File: config.mk
export PLATFORM = sky130hd
export DESIGN_NAME = layer_load_sequencer
export DESIGN_NICKNAME = d
export VERILOG_FILES = /design/src/rtl/layer_seq_pkg.sv /design/src/rtl/layer_load_sequencer_timer.sv /design/src/rtl/layer_load_sequencer.sv
export SDC_FILE = /design/constraint.sdc
export NUM_CORES = 1
export LEC_CHECK = 0
export CELL_PAD_IN_SITES_DETAIL_PLACEMENT = 1
export CELL_PAD_IN_SITES_GLOBAL_PLACEMENT = 1
export CORE_MARGIN = 2
export CORE_UTILIZATION = 30
export DETAILED_ROUTE_END_ITERATION = 10
export GPL_ROUTABILITY_DRIVEN = 0
export GPL_TIMING_DRIVEN = 0
export PLACE_DENSITY_LB_ADDON = 0.1
export SKIP_LAST_GASP = 1
export SYNTH_ARGS = -nofsm -noshare
export SYNTH_HDL_FRONTEND = slang
export SYNTH_SLANG_ARGS = --single-unit
File: constraint.sdc
create_clock -name clk -period 3.7 [get_ports clk]
set_input_delay 0.74 -clock clk [delete_from_list [all_inputs] [get_ports clk]]
set_output_delay 0.74 -clock clk [all_outputs]
set_load 0.005 [all_outputs]
File: src/rtl/layer_seq_pkg.sv
// Shared types and helpers for the layer load sequencer.
// State encodings, error codes and per-layer beat lookup.
package layer_seq_pkg;

  typedef logic [2:0] state_t;

  localparam state_t ST_IDLE = 3'd0;
  localparam state_t ST_ARM  = 3'd1;
  localparam state_t ST_LOAD = 3'd2;
  localparam state_t ST_DONE = 3'd3;
  localparam state_t ST_ERR  = 3'd4;

  typedef logic [1:0] err_code_t;

  localparam err_code_t ERR_NONE    = 2'b00;
  localparam err_code_t ERR_SHORT   = 2'b01;
  localparam err_code_t ERR_OVERRUN = 2'b10;
  localparam err_code_t ERR_TIMEOUT = 2'b11;

  function automatic int beats_for_layer(
    input logic [1:0] layer,
    input int         l0,
    input int         l1,
    input int         l2,
    input int         l3
  );
    int n;
    unique case (layer)
      2'd0: n = l0;
      2'd1: n = l1;
      2'd2: n = l2;
      default: n = l3;
    endcase
    return n;
  endfunction

endpackage

File: src/rtl/layer_load_sequencer_timer.sv
// Stall watchdog for the layer load sequencer.
// Built only when LAYER_SEQ_TIMEOUT_EN is defined.
module layer_seq_timer #(
  parameter int LIMIT = 1024
) (
  input  logic clk,
  input  logic rstn,
  input  logic i_run,
  input  logic i_clear,
  output logic o_expired
);

  localparam int W = $clog2(LIMIT + 1);

  logic [W-1:0] r_cnt;

  // Fires on the LIMIT-th consecutive stalled cycle.
  assign o_expired = i_run & ~i_clear & (r_cnt == W'(LIMIT - 1));

  always_ff @(posedge clk) begin
    if (!rstn) begin
      r_cnt <= '0;
    end else if (!i_run || i_clear || o_expired) begin
      r_cnt <= '0;
    end else begin
      r_cnt <= r_cnt + 1'b1;
    end
  end

endmodule

File: src/rtl/layer_load_sequencer.sv
// Loads one layer's parameters from the DMA stream into the layer buffer.
// Optional stall watchdog: define LAYER_SEQ_TIMEOUT_EN.
module layer_load_sequencer
  import layer_seq_pkg::*;
#(
  parameter int DATA_W       = 32,
  parameter int ADDR_W       = 12,
  parameter int LAYER_STRIDE = 1024,
  parameter int L0_BEATS     = 256,
  parameter int L1_BEATS     = 512,
  parameter int L2_BEATS     = 512,
  parameter int L3_BEATS     = 128,
  parameter int TIMEOUT_CYC  = 1024
) (
  input  logic              clk,
  input  logic              rstn,
  input  logic              i_load_state,
  input  logic [1:0]        i_current_layer,
  input  logic [DATA_W-1:0] s_axis_tdata,
  input  logic              s_axis_tvalid,
  input  logic              s_axis_tlast,
  output logic              s_axis_tready,
  output logic              o_buf_we,
  output logic [ADDR_W-1:0] o_buf_addr,
  output logic [DATA_W-1:0] o_buf_wdata,
  output logic              o_busy,
  output logic              o_last,
  output logic              o_done,
  output logic              o_err,
  output logic [1:0]        o_err_code,
  output logic              o_irq
);

  localparam int CNT_W = $clog2(LAYER_STRIDE + 1);

  state_t            r_state;
  logic              r_load_q;
  logic [CNT_W-1:0]  r_n;
  logic [CNT_W-1:0]  r_cnt;
  logic [ADDR_W-1:0] r_base;
  logic              r_err;
  err_code_t         r_code;
  logic              r_done_lat;
  logic              r_done;
  logic              r_last;
  logic              r_we;
  logic [ADDR_W-1:0] r_addr;
  logic [DATA_W-1:0] r_wdata;

  logic w_start;
  logic w_accept;
  logic w_final;
  logic w_timeout;
  int   w_base_full;

  assign w_start = i_load_state & ~r_load_q &
                   ((r_state == ST_IDLE) |
                    (r_state == ST_DONE) |
                    (r_state == ST_ERR));

  assign w_accept    = s_axis_tvalid & (r_state == ST_LOAD);
  assign w_final     = (r_cnt == r_n - 1'b1);
  assign w_base_full = int'(i_current_layer) * LAYER_STRIDE;

`ifdef LAYER_SEQ_TIMEOUT_EN
  layer_seq_timer #(
    .LIMIT     (TIMEOUT_CYC)
  ) u_timer (
    .clk       (clk),
    .rstn      (rstn),
    .i_run     (r_state == ST_LOAD),
    .i_clear   (w_accept),
    .o_expired (w_timeout)
  );
`else
  logic w_unused_timeout_cfg;
  assign w_unused_timeout_cfg = (TIMEOUT_CYC != 0);
  assign w_timeout = 1'b0;
`endif

  always_ff @(posedge clk) begin
    if (!rstn) begin
      r_state    <= ST_IDLE;
      r_load_q   <= 1'b0;
      r_n        <= '0;
      r_cnt      <= '0;
      r_base     <= '0;
      r_err      <= 1'b0;
      r_code     <= ERR_NONE;
      r_done_lat <= 1'b0;
      r_done     <= 1'b0;
      r_last     <= 1'b0;
      r_we       <= 1'b0;
      r_addr     <= '0;
      r_wdata    <= '0;
    end else begin
      r_load_q <= i_load_state;
      r_done   <= (r_state == ST_DONE);
      r_last   <= 1'b0;
      r_we     <= 1'b0;
      if (w_start) begin
        r_state    <= ST_ARM;
        r_n        <= CNT_W'(beats_for_layer(i_current_layer,
                       L0_BEATS, L1_BEATS, L2_BEATS, L3_BEATS));
        r_base     <= ADDR_W'(w_base_full);
        r_cnt      <= '0;
        r_err      <= 1'b0;
        r_code     <= ERR_NONE;
        r_done_lat <= 1'b0;
      end else begin
        case (r_state)
          ST_ARM: r_state <= ST_LOAD;
          ST_LOAD: begin
            if (w_accept) begin
              r_addr  <= r_base + ADDR_W'(r_cnt);
              r_wdata <= s_axis_tdata;
              // An overrun beat has no home in the region, so drop it.
              if (w_final && !s_axis_tlast) begin
                r_state <= ST_ERR;
                r_err   <= 1'b1;
                r_code  <= ERR_OVERRUN;
              end else if (w_final) begin
                r_we    <= 1'b1;
                r_last  <= 1'b1;
                r_state <= ST_DONE;
              end else if (s_axis_tlast) begin
                r_we    <= 1'b1;
                r_state <= ST_ERR;
                r_err   <= 1'b1;
                r_code  <= ERR_SHORT;
              end else begin
                r_we  <= 1'b1;
                r_cnt <= r_cnt + 1'b1;
              end
            end else if (w_timeout) begin
              r_state <= ST_ERR;
              r_err   <= 1'b1;
              r_code  <= ERR_TIMEOUT;
            end
          end
          ST_DONE: begin
            r_done_lat <= 1'b1;
            r_state    <= ST_IDLE;
          end
          default: ;
        endcase
      end
    end
  end

  assign s_axis_tready = (r_state == ST_LOAD);
  assign o_busy        = (r_state == ST_ARM) | (r_state == ST_LOAD);
  assign o_buf_we      = r_we;
  assign o_buf_addr    = r_addr;
  assign o_buf_wdata   = r_wdata;
  assign o_last        = r_last;
  assign o_done        = r_done;
  assign o_err         = r_err;
  assign o_err_code    = r_code;
  assign o_irq         = r_done_lat | r_err;

endmodule

== Word level (Yosys, flattened, before mapping) ==
Index checks and enable logic that the tools add are counted.

* Div/mod/pow operators: 0
* Shifts and indexed selects: 0
* Multiplexer cells: 15
* Equality and inequality tests: 12
* Add/subtract/negate cells: 3
* Bitwise logic cells: 15
* Multiply operators: 0
* $lt $le $gt $ge: 0
* Reductions and logical operators: 16

{| class="wikitable"
|+ Operators with widths
! cell !! number
|-
| 10-bit one-hot mux with 2 select lines || 1
|-
| 12-bit by 11-bit adder with 12-bit output || 1
|-
| 3-bit 2-to-1 mux || 4
|-
| 11-bit by 1-bit adder with 11-bit output (second input constant) || 1
|-
| 11-bit equality test || 1
|-
| 11-bit by 1-bit subtractor with 11-bit output (second input constant) || 1
|-
| 3-bit one-hot mux with 3 select lines || 1
|-
| 3-bit AND reduction || 3
|-
| 1-bit NOT || 8
|-
| 3-bit by 2-bit equality test with 1-bit output (second input constant) || 2
|-
| 1-bit 2-to-1 mux || 6
|-
| 2-bit 2-to-1 mux || 3
|-
| 5-bit by 2-bit inequality test with 1-bit output (second input constant) || 1
|-
| 5-bit AND reduction || 1
|-
| 5-bit OR reduction || 1
|-
| 2-bit by 1-bit inequality test with 1-bit output (second input constant) || 2
|-
| 4-bit by 2-bit inequality test with 1-bit output (second input constant) || 1
|-
| 1-bit bitwise OR || 4
|-
| 4-bit AND reduction || 1
|-
| 4-bit nonzero test || 1
|-
| 2-bit OR reduction || 2
|-
| 4-bit OR reduction || 1
|-
| 1-bit bitwise AND || 3
|-
| 3-bit by 1-bit equality test with 1-bit output (second input constant) || 1
|-
| 10 further kinds || 10
|}

* Output and inout port bits: 53
* Latch bits: 0
* Logic and storage cells: 75
* Bits in read-only memories: 0
* Input port bits: 39
* RAM bits: 0
* Register bits: 79
* Memories: 0

== Logic depth before layout (Yosys ltp) ==
* Depth in word-level cells: 7
* Gate-level depth with buffers: 12
* Depth with buffers taken out: 11

== Least setup slack after synthesis ==
Ideal clock, no wire load.

* Kind: reg2reg
* Start point: reg r_n[7]
* End point: reg r_cnt[10]
* Cell stages (with the launch flop): 13
* Setup slack: 1019 ps
* Period minus slack after synthesis: 2681 ps
* Library setup time: 132 ps
* Required time: 3568 ps
* Path buffers: 1
* Arrival time: 2549 ps
* Path through: dfxtp_1 inv_1 ha_1 xor2_1 or4_4 a211oi_1 ha_1 nor2_1 and3_1 clkbuf_1 nand3_1 or4_1 a21oi_1

* Cells in the longest elaborated chain, start to end: 5
* Elaborated cells on any way between the ends: 6
* Classes of those cells: add/sub (1); eq/ne (1); bitwise (2); reduce/logical (2)

{| class="wikitable"
|+ RTL lines
! element !! RTL line !! text
|-
| start, declared || layer_load_sequencer.sv:38 || <nowiki>logic [CNT_W-1:0] r_n;</nowiki>
|-
| start signal, assigned || layer_load_sequencer.sv:103 || <nowiki>r_n <= CNT_W'(beats_for_layer(i_current_layer,</nowiki>
|-
| 11-bit by 1-bit subtractor with 11-bit output (*) || layer_load_sequencer.sv:62 || <nowiki>assign w_final = (r_cnt == r_n - 1'b1);</nowiki>
|-
| 11-bit equality test (*) || layer_load_sequencer.sv:62 ||
|-
| via w_final || layer_load_sequencer.sv:52 || <nowiki>logic w_final;</nowiki>
|-
| 1-bit logical AND || layer_load_sequencer.sv:118 || <nowiki>if (w_final && !s_axis_tlast) begin</nowiki>
|-
| 1-bit NOT (no source line) || n/a ||
|-
| 5-bit AND reduction (no source line) (*) || n/a ||
|-
| end signal, assigned || layer_load_sequencer.sv:133 || <nowiki>r_cnt <= r_cnt + 1'b1;</nowiki>
|-
| end, declared || layer_load_sequencer.sv:39 || <nowiki>logic [CNT_W-1:0] r_cnt;</nowiki>
|}

Mark *: on every way through the listed nets, which the timed path passes. The rest lies on a longest branch.
A chain may end at the register's enable or synchronous reset.

== Worst setup path after layout ==
Ends and elaborated chain as after synthesis.

==> flow_summary.json <==
{
  "outcome": "finished clean",
  "endpoint_kind": "flip-flop",
  "grt_use_total": 0.1598,
  "reg2reg_setup_slack_ps": 510,
  "hold_path.startpoint": "o_buf_wdata[19]$_SDFFE_PN0P_",
  "root_buffer": "clkbuf_8",
  "initial_core_util": 0.3113,
  "yosysTopAreaCellShare": 0.4894,
  "vias": 2722,
  "dp_hpwl_um": 5911,
  "port-buffer-count": 91,
  "post-cts-setup-buffers": 0,
  "rr_startpoint": "r_n[7]$_SDFFE_PN0P_",
  "finalCritPeriodShare": 0.8615,
  "drt_first_pass_iters": 4,
  "n_antenna_cell": 0,
  "finalMaxSlewViolations": 0,
  "grt_pass1_vias": 2703,
  "rsz0062_at_grt": "no",
  "synth_edf_count": 0,
  "synth-seq-cells": 71,
  "ys_types": 43,
  "r2r_end": "r_cnt[10]$_SDFFE_PP0P_",
  "finalNetCount": 500,
  "clk_pin_slew_ps": 80,
  "power_density_nw_per_um2": 400.8,
  "fin_total_pwr_uw": 1692,
  "worstMarginPinSlew_ps": 738.9,
  "arrival_ps": 3390,
  "synth_nets": 398,
  "min_path_cells": 2,
  "critical_path.max_stage_delay_ps": 510,
  "fin_worst_skew_ps": 9.627,
  "ctsResizeCount": 0,
  "fmax_mhz": 313.7,
  "hold_viol": 0,
  "grt_antenna_before_repair": 0,
  "die_w_um": 102.4,
  "hold_path.class": "reg2reg",
  "synth_flop_cell": "dfxtp_1",
  "io_pins": 92,
  "synthToLayoutAreaGrowth_pct": 45.37,
  "crit_top_cell": "ha_1",
  "drive_above_1_share": 0.06987,
  "core_area_um2": 9328,
  "path_class": "reg2reg",
  "die_h_um": 102.4,
  "r2r_cells": 12,
  "overflow": 0,
  "drt_iter0_drc": 64,
  "syn_inst": 351,
  "slowest_stage": "a211oi_1",
  "yosysWarningCount": 0,
  "yosys-top-cells-count": "nand2_1 (99), dfxtp_1 (71), a21oi_1 (55), nor2_1 (17), clkbuf_1 (11)",
  "wl_per_cell_um": 13.71,
  "syn-mean-instance-area_um2": 8.274,
  "peakVddDrop_mv": 0.2205,
  "endpoint": "r_cnt[10]$_SDFFE_PP0P_",
  "yosysSeqAreaShare": 0.4894,
  "grt_max_degree": 13,
  "yosysTopAreaCell": "dfxtp_1",
  "synth_most_common_cell": "nand2_1",
  "start_kind": "flip-flop",
  "cts_hold_buf": 0,
  "vias_per_cell": 4.637,
  "finalWirelength_um": 8047,
  "cp_data_required_time_ps": 3910,
  "multiInputGateArea_um2": 1366,
  "cts.path.max_buffers": 2,
  "synth.area.top_cells": "dfxtp_1 (49%), nand2_1 (13%), a21oi_1 (9.5%), ha_1 (3.4%), nor2_1 (2.2%)",
  "cts.sinks": 71,
  "placementRows": 35,
  "fin_setup_tns_ps": 0,
  "drc": 0,
  "setup_violations": 0,
  "startpoint": "r_n[7]$_SDFFE_PN0P_",
  "max_cap_viol_count": 0,
  "crit_chain": "inv_1 -> ha_1 -> xor2_1 -> or4_4 -> a211oi_1 -> ha_1 -> nor2_1 -> and3_1 -> clkbuf_1 -> nand3_1 -> or4_1 -> a21oi_1",
  "die_area_um2": 10480,
  "cts_max_level": 3,
  "relSlewSlack": 0.5074,
  "grt_first_pass_wirelength_um": 13120,
  "cts_buffers": 9,
  "drtAntennaViolNets": 0,
  "power.leakage_uw": 0.001467,
  "async_flop_share": 0,
  "min_period_ps": 3188,
  "synth_area_um2": 2904,
  "seqCellArea_um2": 1421,
  "fillCellCount": 1140,
  "clkLatencyLatePin_ps": 340,
  "worst-path-max-fanout": 6,
  "cts_tree": "done"
}
==> how the worst min path moves through the flow <==
stage,to
6_report,o_buf_wdata[19]$_SDFFE_PN0P_
3_5_place_dp,o_buf_wdata[1]$_SDFFE_PN0P_
5_1_grt,o_buf_addr[4]$_SDFFE_PN0P_
2_1_floorplan,r_done_lat$_SDFFE_PP0P_
3_3_place_gp,o_buf_wdata[8]$_SDFFE_PN0P_
4_1_cts,o_buf_wdata[1]$_SDFFE_PN0P_
==> cell families (layout without fill, tap and decap cells) <==
group	Yosys count	after routing	share of synthesized area
xor gates and xnor gates	5	5	0.01508
and+or+nand+nor	156	156	0.2421
buffers and inverters	28	135	0.04007
DFF	71	71	0.4894
AOI/OAI and AO/OA	80	80	0.1685
adders and majority gates	8	8	0.03447
muxes	3	3	0.01034
==> power by group <==
part	internal, µW	leakage (µW)	switching, µW	total (µW)
logic	74.2	0.000771	66.2	140
clock network	464	0.000122	304	768
registers	776	0.000574	7.28	784
==> registers in the layout (all words and copies together) (netlist names), 2 cells and up <==
signal	cells
r_state	3
r_cnt	11
r_base	2
r_n	3
o_buf_wdata	32
o_buf_addr	12
o_err_code	2
==> metal layers <==
| metal | vias up | track usage | routed length (µm) |
|---|---|---|---|
| met2 | 54 | 0.2647 | 3848 |
| met1 | 1277 | 0.1985 | 3717 |
| met3 | 8 | 0.05335 | 389 |
| li1 | 1383 | - | - |
| met5 | - | 0 | 0 |
| met4 | 0 | 0.04615 | 91 |
==> through the flow <==
step / area (µm²) / cells / worst slack (ps) / utilization / hold WS, ps
2_1_floorplan: 2904 / 351 / 1019 / - / 429.3
3_3_place_gp: 3976 / 571 / 571.9 / 0.4263 / 441.5
3_5_place_dp: 3976 / 571 / 499.3 / 0.4263 / 447.3
4_1_cts: 4222 / 587 / 468.8 / 0.4526 / 458.4
5_1_grt: 4222 / 587 / 279.8 / 0.4526 / 479.4
6_report: 4222 / 587 / 512.3 / 0.4526 / 454.8
==> layout make-up <==
| cell class | count | share of cell area |
|---|---|---|
| repair buffers | 91 | 0.2158 |
| multi-input cells | 252 | 0.3237 |
| inverters | 8 | 0.007113 |
| clock buffers | 10 | 0.03260 |
| well taps | 129 | 0.03823 |
| clock inverters | 6 | 0.02549 |
| flip-flops and latches | 71 | 0.3367 |
| plain buffers | 20 | 0.02045 |
==> cells in the final DEF (no fill, tap or decap), types with 4 or more instances in the layout <==
master | netlist | final
o211ai_1 | 4 | 4
clkbuf_8 | 0 | 10
and3_1 | 4 | 4
clkdlybuf4s50_1 | 0 | 91
nand3_1 | 5 | 5
buf_1 | 5 | 5
nand2_1 | 99 | 99
clkbuf_1 | 11 | 11
inv_1 | 7 | 7
ha_1 | 8 | 8
a21oi_1 | 55 | 55
nor2_1 | 17 | 17
or3_2 | 4 | 4
o21ai_0 | 7 | 7
dfxtp_1 | 71 | 71
o31ai_1 | 4 | 4
==> critical path, delay by kind of cell (launching register included) <==
kind                       cells  cell delay [ps]
and+or+nand+nor                5             1120
DFF                            1              390
adders and majority gates      2              550
xor gates and xnor gates       1              150
buffers and inverters          2              250
AOI/OAI and AO/OA              2              570
(Power assumes the default switching activity.)
